--- src/rtl/ram_burst_pkg.sv ---
// Shared types and constants for the RAM burst master and its read skid buffer.
package ram_burst_pkg;

  typedef enum logic [1:0] {
    IDLE  = 2'd0,
    WRITE = 2'd1,
    READ  = 2'd2,
    DRAIN = 2'd3
  } state_t;

  localparam int SKID_DEPTH = 2;
  localparam int SKID_CNT_W = $clog2(SKID_DEPTH + 1);

endpackage

--- src/rtl/ram_rd_skid.sv ---
// Two-entry FIFO that catches registered RAM read data so the read channel
// can stall without losing beats already in flight.
module ram_rd_skid
  import ram_burst_pkg::*;
#(
  parameter int WIDTH = 8
) (
  input  logic                  clk,
  input  logic                  rstn,
  input  logic                  i_push,
  input  logic [WIDTH-1:0]      i_data,
  input  logic                  i_pop,
  output logic [SKID_CNT_W-1:0] o_count,
  output logic                  o_valid,
  output logic [WIDTH-1:0]      o_data
);

  logic [WIDTH-1:0]      r_mem [SKID_DEPTH];
  logic                  r_wptr;
  logic                  r_rptr;
  logic [SKID_CNT_W-1:0] r_count;
  logic                  w_pop;
  logic                  w_push;

  assign w_pop  = i_pop && (r_count != '0);
  assign w_push = i_push && ((r_count != SKID_CNT_W'(SKID_DEPTH)) || w_pop);

  // Pointer and occupancy bookkeeping; cleared by reset so the buffer starts empty.
  always_ff @(posedge clk or negedge rstn) begin
    if (!rstn) begin
      r_wptr  <= 1'b0;
      r_rptr  <= 1'b0;
      r_count <= '0;
    end else begin
      if (w_push) r_wptr <= ~r_wptr;
      if (w_pop)  r_rptr <= ~r_rptr;
      case ({w_push, w_pop})
        2'b10:   r_count <= r_count + SKID_CNT_W'(1);
        2'b01:   r_count <= r_count - SKID_CNT_W'(1);
        default: r_count <= r_count;
      endcase
    end
  end

  // Entry storage; contents are qualified by the count, so no reset is needed.
  always_ff @(posedge clk) begin
    if (w_push) r_mem[r_wptr] <= i_data;
  end

  assign o_count = r_count;
  assign o_valid = (r_count != '0);
  assign o_data  = o_valid ? r_mem[r_rptr] : '0;

endmodule

--- src/rtl/ram_burst_master.sv ---
// Burst engine for a single-port synchronous RAM: accepts a command, then
// streams write beats into the RAM or read beats out through a skid buffer.
// Optional feature macro: RAM_BURST_BOUNDARY_CHK_EN adds cmd_err and rejects
// bursts that would run past the top of the address space.
module ram_burst_master
  import ram_burst_pkg::*;
#(
  parameter int WIDTH = 8,
  parameter int ADDR  = 8,
  parameter int LEN_W = 8
) (
  input  logic             clk,
  input  logic             rstn,
  input  logic             cmd_valid,
  output logic             cmd_ready,
  input  logic             cmd_write,
  input  logic [ADDR-1:0]  cmd_addr,
  input  logic [LEN_W-1:0] cmd_len,
  input  logic             wr_valid,
  output logic             wr_ready,
  input  logic [WIDTH-1:0] wr_data,
  output logic             rd_valid,
  input  logic             rd_ready,
  output logic [WIDTH-1:0] rd_data,
  output logic             ram_we,
  output logic             ram_re,
  output logic [ADDR-1:0]  ram_addr,
  output logic [WIDTH-1:0] ram_wd,
  input  logic [WIDTH-1:0] ram_rd,
  output logic             busy,
`ifdef RAM_BURST_BOUNDARY_CHK_EN
  output logic             cmd_err,
`endif
  output logic             done
);

  localparam int OCC_W = SKID_CNT_W + 1;

  state_t                r_state;
  state_t                w_next;
  logic [ADDR-1:0]       r_addr;
  logic [LEN_W-1:0]      r_cnt;
  logic                  r_re_p1;
  logic                  r_done;
  logic                  w_cmd_acc;
  logic                  w_start;
  logic                  w_oob;
  logic                  w_pop;
  logic                  w_credit;
  logic                  w_burst_end;
  logic [SKID_CNT_W-1:0] w_skid_cnt;
  logic [OCC_W-1:0]      w_occ;
  logic [OCC_W-1:0]      w_lim;

`ifdef RAM_BURST_BOUNDARY_CHK_EN
  localparam int SUM_W = ((ADDR > LEN_W) ? ADDR : LEN_W) + 1;
  logic [SUM_W-1:0] w_end;
  logic             r_err;

  // Any bit above the address field means the burst would pass the top address.
  assign w_end = SUM_W'(cmd_addr) + SUM_W'(cmd_len);
  assign w_oob = |(w_end >> ADDR);
`else
  assign w_oob = 1'b0;
`endif

  assign w_cmd_acc = cmd_valid && (r_state == IDLE);
  assign w_start   = w_cmd_acc && !w_oob;
  assign w_pop     = rd_valid && rd_ready;

  // Issue credit: beats buffered plus the one in flight, less the one leaving now.
  assign w_occ    = {1'b0, w_skid_cnt} + OCC_W'(r_re_p1);
  assign w_lim    = OCC_W'(SKID_DEPTH) + OCC_W'(w_pop);
  assign w_credit = (w_occ < w_lim);

  // State register.
  always_ff @(posedge clk or negedge rstn) begin
    if (!rstn) r_state <= IDLE;
    else       r_state <= w_next;
  end

  // Next-state and RAM/channel strobes.
  always_comb begin
    w_next      = r_state;
    wr_ready    = 1'b0;
    ram_we      = 1'b0;
    ram_re      = 1'b0;
    w_burst_end = 1'b0;
    case (r_state)
      IDLE: begin
        if (w_start) w_next = cmd_write ? WRITE : READ;
      end
      WRITE: begin
        wr_ready = 1'b1;
        ram_we   = wr_valid;
        if (wr_valid && (r_cnt == '0)) begin
          w_next      = IDLE;
          w_burst_end = 1'b1;
        end
      end
      READ: begin
        ram_re = w_credit;
        if (w_credit && (r_cnt == '0)) w_next = DRAIN;
      end
      DRAIN: begin
        if (w_pop && (w_skid_cnt == SKID_CNT_W'(1)) && !r_re_p1) begin
          w_next      = IDLE;
          w_burst_end = 1'b1;
        end
      end
      default: w_next = IDLE;
    endcase
  end

  // Stage p0 -> p1: address/count walk, in-flight read marker, done pulse.
  always_ff @(posedge clk or negedge rstn) begin
    if (!rstn) begin
      r_addr  <= '0;
      r_cnt   <= '0;
      r_re_p1 <= 1'b0;
      r_done  <= 1'b0;
    end else begin
      r_re_p1 <= ram_re;
      r_done  <= w_burst_end;
      if (w_start) begin
        r_addr <= cmd_addr;
        r_cnt  <= cmd_len;
      end else if (ram_we || ram_re) begin
        r_addr <= r_addr + ADDR'(1);
        r_cnt  <= r_cnt - LEN_W'(1);
      end
    end
  end

`ifdef RAM_BURST_BOUNDARY_CHK_EN
  // Error pulse one cycle after an out-of-range command is consumed.
  always_ff @(posedge clk or negedge rstn) begin
    if (!rstn) r_err <= 1'b0;
    else       r_err <= w_cmd_acc && w_oob;
  end

  assign cmd_err = r_err;
`endif

  // Stage p1 -> p2: registered RAM data lands in the skid buffer.
  ram_rd_skid #(
    .WIDTH (WIDTH)
  ) u_skid (
    .clk     (clk),
    .rstn    (rstn),
    .i_push  (r_re_p1),
    .i_data  (ram_rd),
    .i_pop   (w_pop),
    .o_count (w_skid_cnt),
    .o_valid (rd_valid),
    .o_data  (rd_data)
  );

  assign cmd_ready = (r_state == IDLE);
  assign busy      = (r_state != IDLE);
  assign done      = r_done;
  assign ram_addr  = r_addr;
  assign ram_wd    = wr_data;

endmodule
--- config.mk ---
export PLATFORM = sky130hd
export DESIGN_NAME = ram_burst_master
export DESIGN_NICKNAME = d
export VERILOG_FILES = /design/src/rtl/ram_burst_pkg.sv /design/src/rtl/ram_rd_skid.sv /design/src/rtl/ram_burst_master.sv
export SDC_FILE = /design/constraint.sdc
export NUM_CORES = 1
export LEC_CHECK = 0
export CORE_UTILIZATION = 31
export DETAILED_ROUTE_END_ITERATION = 8
export PLACE_DENSITY_LB_ADDON = 0.05
export SLEW_MARGIN = 20
export SYNTH_ARGS = -nofsm -noshare
export SYNTH_HDL_FRONTEND = slang
export SYNTH_SLANG_ARGS = --single-unit
--- constraint.sdc ---
create_clock -name clk -period 2.15 [get_ports clk]
set_clock_uncertainty 0.15 [all_clocks]
set_input_delay 0.645 -clock clk [delete_from_list [all_inputs] [get_ports clk]]
set_output_delay 0.645 -clock clk [all_outputs]
set_load 0.1 [all_outputs]
==> out/results.ini, run 1 <==
[timing]
setup_viol = 22
fmax_mhz = 397
period_needed_ps = 2520
relSlewSlack_pct = 74.4
fin_crit_sh_pct = 117
worst_slew_pin_slew_ps = 385
hold_violations = 0
grt_setup_unrepaired = true
worst_slack_ps = -366
drv_slew = 0

[yosys]
syn_inst = 194
avgSynthCellArea_um2 = 10.6
yosysWarnings = 0
synthFlopType = dfrtp_1
ys_ff_latch = 40
ys_seq_area_share_pct = 52.4
syn-num-nets = 240
synth_edf_count = 16
synth-async-reset-ratio_pct = 60.0
syn_area_um2 = 2060
synth_cell_types = 35

[placed_design]
gp_congestion = 0.723
place_inst = 329
place_hpwl_mm = 3.47
pre_cts_ws_ps = -565
port_buffers = 52

[detailed_routing]
drc = 0
wl_per_cell_um = 13.9
num_vias = 1730
viasPerCell = 4.90
drtIter0Drc = 46
ant_nets = 0
drt_first_pass_iters = 4
wl_mm = 4.90

[outcome]
failed_checks = negative setup slack
status = finished, violations left

[global_route]
gr-total-overflow = 0
grtUsageTotal_pct = 15.1
grt_pass1_vias = 1742
grt_antenna_before_repair = 0
grt_max_degree = 25
grt_pass1_wl_mm = 8.51

[critical_path]
r2r-end = ram_addr[6]
cp-endpoint = ram_re
crit_path_end_kind = output port
crit_start = u_skid.o_count[0]
required_ps = 1350
cp_max_fo = 3
crit_path_start_kind = flip-flop
ff2ff_path_depth = 9
worstSetupPathType = reg2out
r2r_start = u_skid.o_count[0]
ff2ff_setup_slack_ps = -140
worst_ep_arrival_time_ps = 1720

[clocking]
cts.htree.levels = 2
numClockSinks = 40
cts_buffers = 5
cts_tree = yes
cts_max_path_buffers = 2
clk_latency_ps = 280
clk_pin_slew_ps = 80
clockRootBuffer = clkbuf_8

[min_path]
worstHoldPathType = reg2reg

[finish]
post_layout_nonfiller_instances = 353
synthToLayoutAreaGrowth_pct = 75.2
nNetsFinal = 321
drive_above_1_share_pct = 40.6
antennaDiodeCount = 0

[job]
cap_violations = 0

[floorplan]
start_util_pct = 32.3
die_area_um2 = 6980
io_pins = 69
rows = 29
fp.coreArea_um2 = 6390
fp.dieH_um = 83.6
die_width_um = 83.6

-- cell usage after synthesis (2+ instances only) --
cell       n  area [um^2]
ha_1       8          100
nand3_1   10         50.1
mux2i_1    9         90.1
nand2b_1   2         12.5
a31oi_1    8         50.1
inv_1     13         48.8
nor3_1     2         10.0
or4_1      8         60.1
nor2_1    17         63.8
edfxtp_1  16          480
clkbuf_1   4         15.0
xnor2_1    5         43.8
o21ai_0   13         65.1
nand2_1   17         63.8
o311ai_0   6         52.6
dfrtp_1   24          601
or3_1      6         37.5
buf_4      9         67.6
-- layer usage --
metal / track usage [%] / up-vias / wire length (um)
met3: 3.56 / 5 / 212
li1: - / 856 / -
met1: 19.5 / 820 / 2190
met4: 3.70 / 0 / 42
met5: 0 / - / 0
met2: 25.7 / 49 / 2450
-- cell type report --
type | instances | area, um^2
multi-input cells | 127 | 1120
flip-flops and latches | 40 | 1080
repair buffers | 88 | 1140
clock buffers | 6 | 72.6
inverters | 13 | 57.6
clock inverters | 2 | 35.0
well taps | 77 | 96.3
fillers | 554 | 2770
-- cells in the final DEF, fill, tap and decap left out, types with 3 or more instances in the layout --
master	count
a31oi_1	8
buf_12	29
buf_4	21
buf_6	8
clkbuf_8	5
clkdlybuf4s50_1	27
dfrtp_1	22
edfxtp_1	16
ha_1	5
ha_4	3
inv_1	7
inv_2	3
mux2i_1	9
nand2_1	15
nand3_1	7
nand3_2	3
nor2_1	8
nor2_4	9
o21ai_0	7
o21ai_1	4
o311ai_1	3
or3_1	6
or4_1	4
or4_4	4
xnor2_1	4
-- registers in the layout, summed over array words and instances, names as in the netlist --
signal and cells:
u_skid.r_wptr 1, done 1, r_re_p1 1, u_skid.o_count 2, u_skid.r_rptr 1, u_skid.r_mem 16, r_cnt 8, r_state 2
ram_addr 8
-- per-stage QoR --
| stage | hold slack [ps] | setup TNS [ps] | cell area (um^2) | utilization (%) |
|---|---|---|---|---|
| floorplan | 199 | -7150 | 2160 | - |
| global placement | 333 | -9240 | 3100 | 48.5 |
| detailed placement | 335 | -9840 | 3100 | 48.5 |
| CTS | 346 | -4970 | 3480 | 54.5 |
| global route | 358 | -4880 | 3610 | 56.6 |
| finish | 345 | -2640 | 3610 | 56.6 |
-- how the worst min path moves through the flow --
stage	to	startpoint	depth (start not counted)	slack, ps
6_report	u_skid.r_wptr	u_skid.r_wptr	1	350
5_1_grt	u_skid.r_wptr	u_skid.r_wptr	1	360
2_1_floorplan	done	rstn	0	200
3_3_place_gp	u_skid.r_wptr	u_skid.r_wptr	1	330
4_1_cts	u_skid.r_wptr	u_skid.r_wptr	1	350
3_5_place_dp	u_skid.r_wptr	u_skid.r_wptr	1	340
-- worst max-delay path, stage by stage, from the launching register on --
cell and delay, ps:
dfrtp_1 430, inv_2 80, ha_4 170, nand2b_4 140, o21ai_4 120, nor4b_4 280, buf_12 220
-- kinds of logic (layout without fill, tap and decap cells) --
| logic type | after synthesis | count (layout) | synth area share, % |
|---|---|---|---|
| buffers and inverters | 27 | 109 | 6.92 |
| AOI/OAI and AO/OA | 31 | 31 | 9.95 |
| adders and majority gates | 8 | 8 | 4.85 |
| and+or+nand+nor | 72 | 72 | 18.4 |
| DFF | 40 | 40 | 52.4 |
| muxes | 10 | 10 | 4.92 |
| xor gates and xnor gates | 6 | 6 | 2.55 |
-- timing repair --
item                                    4_1_cts  5_1_grt
cloned                                        1        0
pin swaps                                    23       25
hold buffers                                  0        0
hold endpoints to repair                      0        0
endpoints found under the setup margin       26       29
gates resized for setup                      49       26
buffers inserted                             13        4
Power of run 1 is not shown: default switching activity piles up to over one toggle a cycle in this logic, so the estimate is an artifact.
==> run 2, diff against run 1 <==
DONT_BUFFER_PORTS = 1   (was unset)
clock period = 2.8 ns   (was 2.15 ns; I/O delays follow)
==> run 2 against run 1 <==
Net effect: the run now ends clean; flip-flop and latch count is the same; worst setup slack gained 460 ps; final cell count shrank 17%; utilization shrank 17 points; count of clock-buffer cells in the layout shrank 1; critical path depth is the same; sequential share of layout area grew 13 points; largest cell class is now registers.
==> out/results.ini, run 2 (synthesis gave the netlist of run 1 again) <==
[finish]
antennaDiodeCount = 0  ; unchanged
nNetsFinal = 261  ; -19%
fin_area_um2 = 2520  ; -30%
drive_above_1_share_pct = 27.3  ; -13 points
synthToLayoutAreaGrowth_pct = 22.4
final_cell_mix = 27 x buf_4, 24 x dfrtp_1, 16 x nand2_1, 16 x edfxtp_1, 12 x o21ai_0
layout_commonest_cell = buf_4
fillers = 653  ; +18%
largest_reg_flops = 16  ; unchanged
top_register = u_skid.r_mem

[global_route]
gr-total-overflow = 0  ; unchanged
grt_pass1_wl_mm = 7.65  ; -10%
grt_antenna_before_repair = 0  ; unchanged
grt_max_degree = 29  ; +16%
grtUsageTotal_pct = 13.8  ; -1.4 points
grt_pass1_vias = 1504  ; -14%

[timing]
drv_slew = 0  ; unchanged
period_needed_ps = 2710
relSlewSlack_pct = 37.2  ; -37 points
worst_slew_pin_slew_ps = 942  ; +557 ps
grt_setup_unrepaired = false
fmax_mhz = 369
setup_viol = 0  ; -100%
hold_violations = 0  ; unchanged
fin_crit_sh_pct = 96.8

[floorplan]
fp.coreArea_um2 = 6390  ; unchanged
fp.dieH_um = 83.6  ; unchanged
die_area_um2 = 6980  ; unchanged
start_util_pct = 32.3  ; unchanged
io_pins = 69  ; unchanged
die_width_um = 83.6  ; unchanged
rows = 29  ; unchanged

[placed_design]
port_buffers = 0  ; -100%
place_hpwl_mm = 3.30  ; -4.8%
placed_cell_area_um2 = 2310  ; -25%
gp_congestion = 0.760  ; +5.1%

[clocking]
clockRootBuffer = clkbuf_8
cts_tree = yes
hold_buffers = 0  ; unchanged
numClockSinks = 40  ; unchanged
cts.htree.levels = 2  ; unchanged
clk_pin_slew_ps = 80  ; about the same
cts_buffers = 5  ; unchanged
clk_latency_ps = 300  ; +20 ps
cts_max_path_buffers = 2  ; unchanged

[detailed_routing]
wl_mm = 4.55  ; -7.1%
drt_first_pass_iters = 4  ; unchanged
num_vias = 1535  ; -11%
ant_nets = 0  ; unchanged
wl_per_cell_um = 15.5  ; +12%
drc = 0  ; unchanged
drtIter0Drc = 34  ; -26%
viasPerCell = 5.24  ; +6.9%

[critical_path]
cpMaxStageDelayCell = dfrtp_1
worstPathCellList = inv_2 > ha_2 > nand2b_4 > o21ai_4 > nor4b_4 > buf_12
crit_path_start_kind = flip-flop
worst_ep_arrival_time_ps = 1720  ; about the same
worstSetupPathType = reg2out
required_ps = 1810  ; +460 ps
cp_max_fo = 4  ; +1
max_stage_delay_ps = 400  ; -30 ps
crit_path_end_kind = output port

[outcome]
status = finished, final reports clean

[min_path]
worstHoldPathType = in2async

[job]
cap_violations = 0  ; unchanged

[run 2: changes by cell type in the layout (fill, tap and decap cells not counted), sizes merged]
cell / before / now
buf: 59 / 28
bufinv: 1 / 3
clkbuf: 6 / 5
clkdlybuf4s15: 1 / 0
clkdlybuf4s50: 27 / 0
clkinv: 1 / 0
dlygate4sd2: 1 / 0
[run 2: routing by layer]
| layer | global-route usage (%) | vias up | routed length, um |
|---|---|---|---|
| li1 | - | 737 | - |
| met1 | 16.4 | 753 | 1910 |
| met2 | 23.0 | 39 | 2260 |
| met3 | 5.14 | 6 | 323 |
| met4 | 4.62 | 0 | 63 |
| met5 | 0 | - | 0 |
[run 2: critical path: cells and delay by family, from the launching register on]
family,cells,cell delay [ps]
AOI/OAI and AO/OA,1,130
buffers and inverters,2,280
DFF,1,400
and+or+nand+nor,2,440
adders and majority gates,1,180
[run 2: worst paths after layout]
| path | startpoint | endpoint | slack (ps) | cells after the start |
|---|---|---|---|---|
| max | u_skid.o_count[0] | ram_re | 90 | 6 |
| min | rstn | u_skid.r_rptr | 80 | 0 |
| max reg2reg | u_skid.o_count[0] | r_cnt[5] | 480 | 8 |
| min reg2reg | u_skid.r_wptr | u_skid.r_wptr | 340 | 1 |
| max in group asynchronous | rstn | u_skid.o_count[1] | 2330 | 0 |
| min in group clk | u_skid.r_wptr | u_skid.r_wptr | 340 | 1 |
[run 2: metrics by stage]
step | hold slack [ps] | utilization [%] | setup WS, ps | cells | setup TNS, ps
floorplan | 311 | - | -311 | 194 | -2730
detailed placement | 333 | 36.2 | 246 | 281 | 0
global route | 54.9 | 39.5 | 3.37 | 293 | 0
global placement | 354 | 36.2 | 273 | 281 | 0
CTS | 64.7 | 39.1 | 16.1 | 292 | 0
finish | 77.1 | 39.5 | 90.9 | 293 | 0
[run 2: cell type report]
cell class,count,area [um^2],share of cell area [%]
flip-flops and latches,40,1080,42.8
clock buffers,5,68.8,2.73
repair buffers,28,223,8.83
inverters,13,52.6,2.08
well taps,77,96.3,3.82
clock inverters,3,90.1,3.57
multi-input cells,127,912,36.1
[run 2: what timing repair did]
item | in CTS | in global routing
buffers inserted | 3 | 1
setup endpoints to repair | 1 | 1
resized for setup | 0 | 3
pin swaps | 0 | 0
Power of run 2 is left out for the same reason.
==> run 3, diff against run 2 <==
PLACE_DENSITY = 0.54   (was unset)
PLACE_DENSITY_LB_ADDON = unset   (was 0.05)
==> run 3 against run 2 <==
Net effect: global-route usage is 0.91 points lower; final area down 2.2%; non-clock buffer count increased by 1; maximum frequency is 0.36% lower; final cell count is 0.34% higher; wire length shrank 5.2%; via count shrank 0.91%; register-to-register slack got worse by 30 ps; count of clock-buffer cells in the layout increased by 2; sequential share of layout area increased by 0.96 points; flip-flop and latch count did not move; critical endpoint unchanged.
==> out/results.ini, run 3 (synthesis gave the netlist of run 1 again) <==
[critical_path]
ff2ff_path_depth = 8  ; unchanged
r2r_start = u_skid.o_count[0]
crit_path_start_kind = flip-flop
worstSetupPathType = reg2out
required_ps = 1810  ; about the same
cp_max_fo = 5  ; +1
cp-endpoint = ram_re
r2r-end = r_cnt[5]
worstPathCellList = inv_2 > ha_4 > nand2b_4 > o21ai_2 > nor4b_4 > buf_12
crit_cells = 6  ; unchanged
worst_ep_arrival_time_ps = 1730  ; about the same
critPathBufInv = 2  ; unchanged
ff2ff_setup_slack_ps = 450  ; -30 ps
cpMaxStageDelayCell = dfrtp_1
crit_path_end_kind = output port
crit_start = u_skid.o_count[0]
path_delay_family = simple AND/OR/NAND/NOR gates
max_stage_delay_ps = 420  ; +20 ps

[floorplan]
die_width_um = 83.6  ; unchanged
rows = 29  ; unchanged
start_util_pct = 32.3  ; unchanged
io_pins = 69  ; unchanged
fp.coreArea_um2 = 6390  ; unchanged
die_area_um2 = 6980  ; unchanged
fp.dieH_um = 83.6  ; unchanged

[clocking]
cts_buffers = 5  ; unchanged
cts_max_path_buffers = 2  ; unchanged
hold_buffers = 0  ; unchanged
clk_pin_slew_ps = 80  ; about the same
cts.htree.levels = 2  ; unchanged
cts_tree = yes
clockRootBuffer = clkbuf_8
clk_latency_ps = 280  ; -20 ps
numClockSinks = 40  ; unchanged

[detailed_routing]
drt_first_pass_iters = 4  ; unchanged
viasPerCell = 5.17  ; -1.2%
ant_nets = 0  ; unchanged
wl_per_cell_um = 14.7  ; -5.5%
drc = 0  ; unchanged
drtIter0Drc = 44  ; +29%
wl_mm = 4.31  ; -5.2%
num_vias = 1521  ; -0.91%

[min_path]
worstHoldPathType = in2async

[finish]
top_register = u_skid.r_mem
post_layout_nonfiller_instances = 294  ; +0.34%
final_cell_mix = 27 x buf_4, 24 x dfrtp_1, 16 x nand2_1, 16 x edfxtp_1, 12 x o21ai_0
nNetsFinal = 262  ; +0.38%
antennaDiodeCount = 0  ; unchanged
fillers = 642  ; -1.7%
layout_commonest_cell = buf_4
drive_above_1_share_pct = 27.2  ; -0.13 points
largest_reg_flops = 16  ; unchanged
seqCellArea_um2 = 1080  ; unchanged
multiInputGateArea_um2 = 915  ; +0.27%
fin_area_um2 = 2470  ; -2.2%
synthToLayoutAreaGrowth_pct = 19.7

[timing]
hold_violations = 0  ; unchanged
grt_setup_unrepaired = true
setup_viol = 0  ; unchanged
fmax_mhz = 368  ; -0.36%
fin_crit_sh_pct = 97.1  ; +0.35 points
worst_slew_pin_slew_ps = 952  ; +10.3 ps
relSlewSlack_pct = 36.5  ; -0.68 points
period_needed_ps = 2720  ; +9.74 ps
drv_slew = 0  ; unchanged

[global_route]
grt_max_degree = 29  ; unchanged
grt_antenna_before_repair = 0  ; unchanged
grtUsageTotal_pct = 12.9  ; -0.91 points
grt_pass1_wl_mm = 7.07  ; -7.6%
gr-total-overflow = 0  ; unchanged
grt_pass1_vias = 1491  ; -0.86%

[placed_design]
port_buffers = 0  ; unchanged
place_hpwl_mm = 3.09  ; -6.3%
gp_congestion = 0.737  ; -3.1%
placed_cell_area_um2 = 2330  ; +0.54%
place_inst = 281  ; unchanged

[job]
cap_violations = 0  ; unchanged

[outcome]
status = finished, final reports clean

[run 3: how the worst min path moves through the flow]
| stage | from | to | slack (ps) |
|---|---|---|---|
| after floorplan | u_skid.r_wptr | u_skid.r_wptr | 310 |
| after global placement | u_skid.r_wptr | u_skid.r_wptr | 350 |
| after detailed placement | u_skid.r_wptr | u_skid.r_wptr | 360 |
| after CTS | rstn | r_cnt[1] | 80 |
| after global routing | rstn | r_cnt[5] | 60 |
| final | rstn | ram_addr[7] | 90 |
[run 3: cell type report]
type | instances | area share (%)
Tap cell | 77 | 3.90
Sequential cell | 40 | 43.8
Inverter | 13 | 2.13
Multi-Input combinational cell | 127 | 37.1
Timing Repair Buffer | 29 | 9.83
Clock inverter | 1 | 0.203
Clock buffer | 7 | 3.09
[run 3: layer usage]
metal  share of wire (%)  track usage [%]  up-vias
met5                   0                0        -
met4                 1.5             4.62        0
met3                 8.5             6.13        8
met2                  45             19.8       56
met1                  45             15.7      722
li1                    -                -      735
[run 3: timing repair]
| action | in CTS | in global routing |
|---|---|---|
| resized for setup | 0 | 4 |
| endpoints found under the setup margin | 0 | 1 |
| setup buffers | 0 | 5 |
[run 3: metrics by stage]
stage | TNS, ps | util, % | setup slack (ps) | hold WS (ps)
2_1_floorplan | -2730 | - | -311 | 311
3_3_place_gp | 0 | 36.4 | 297 | 347
3_5_place_dp | 0 | 36.4 | 269 | 362
4_1_cts | 0 | 37.7 | 7.42 | 75.2
5_1_grt | -22.7 | 38.7 | -22.7 | 62.1
6_report | 0 | 38.7 | 81.1 | 89.7
Power of run 3 is left out for the same reason.
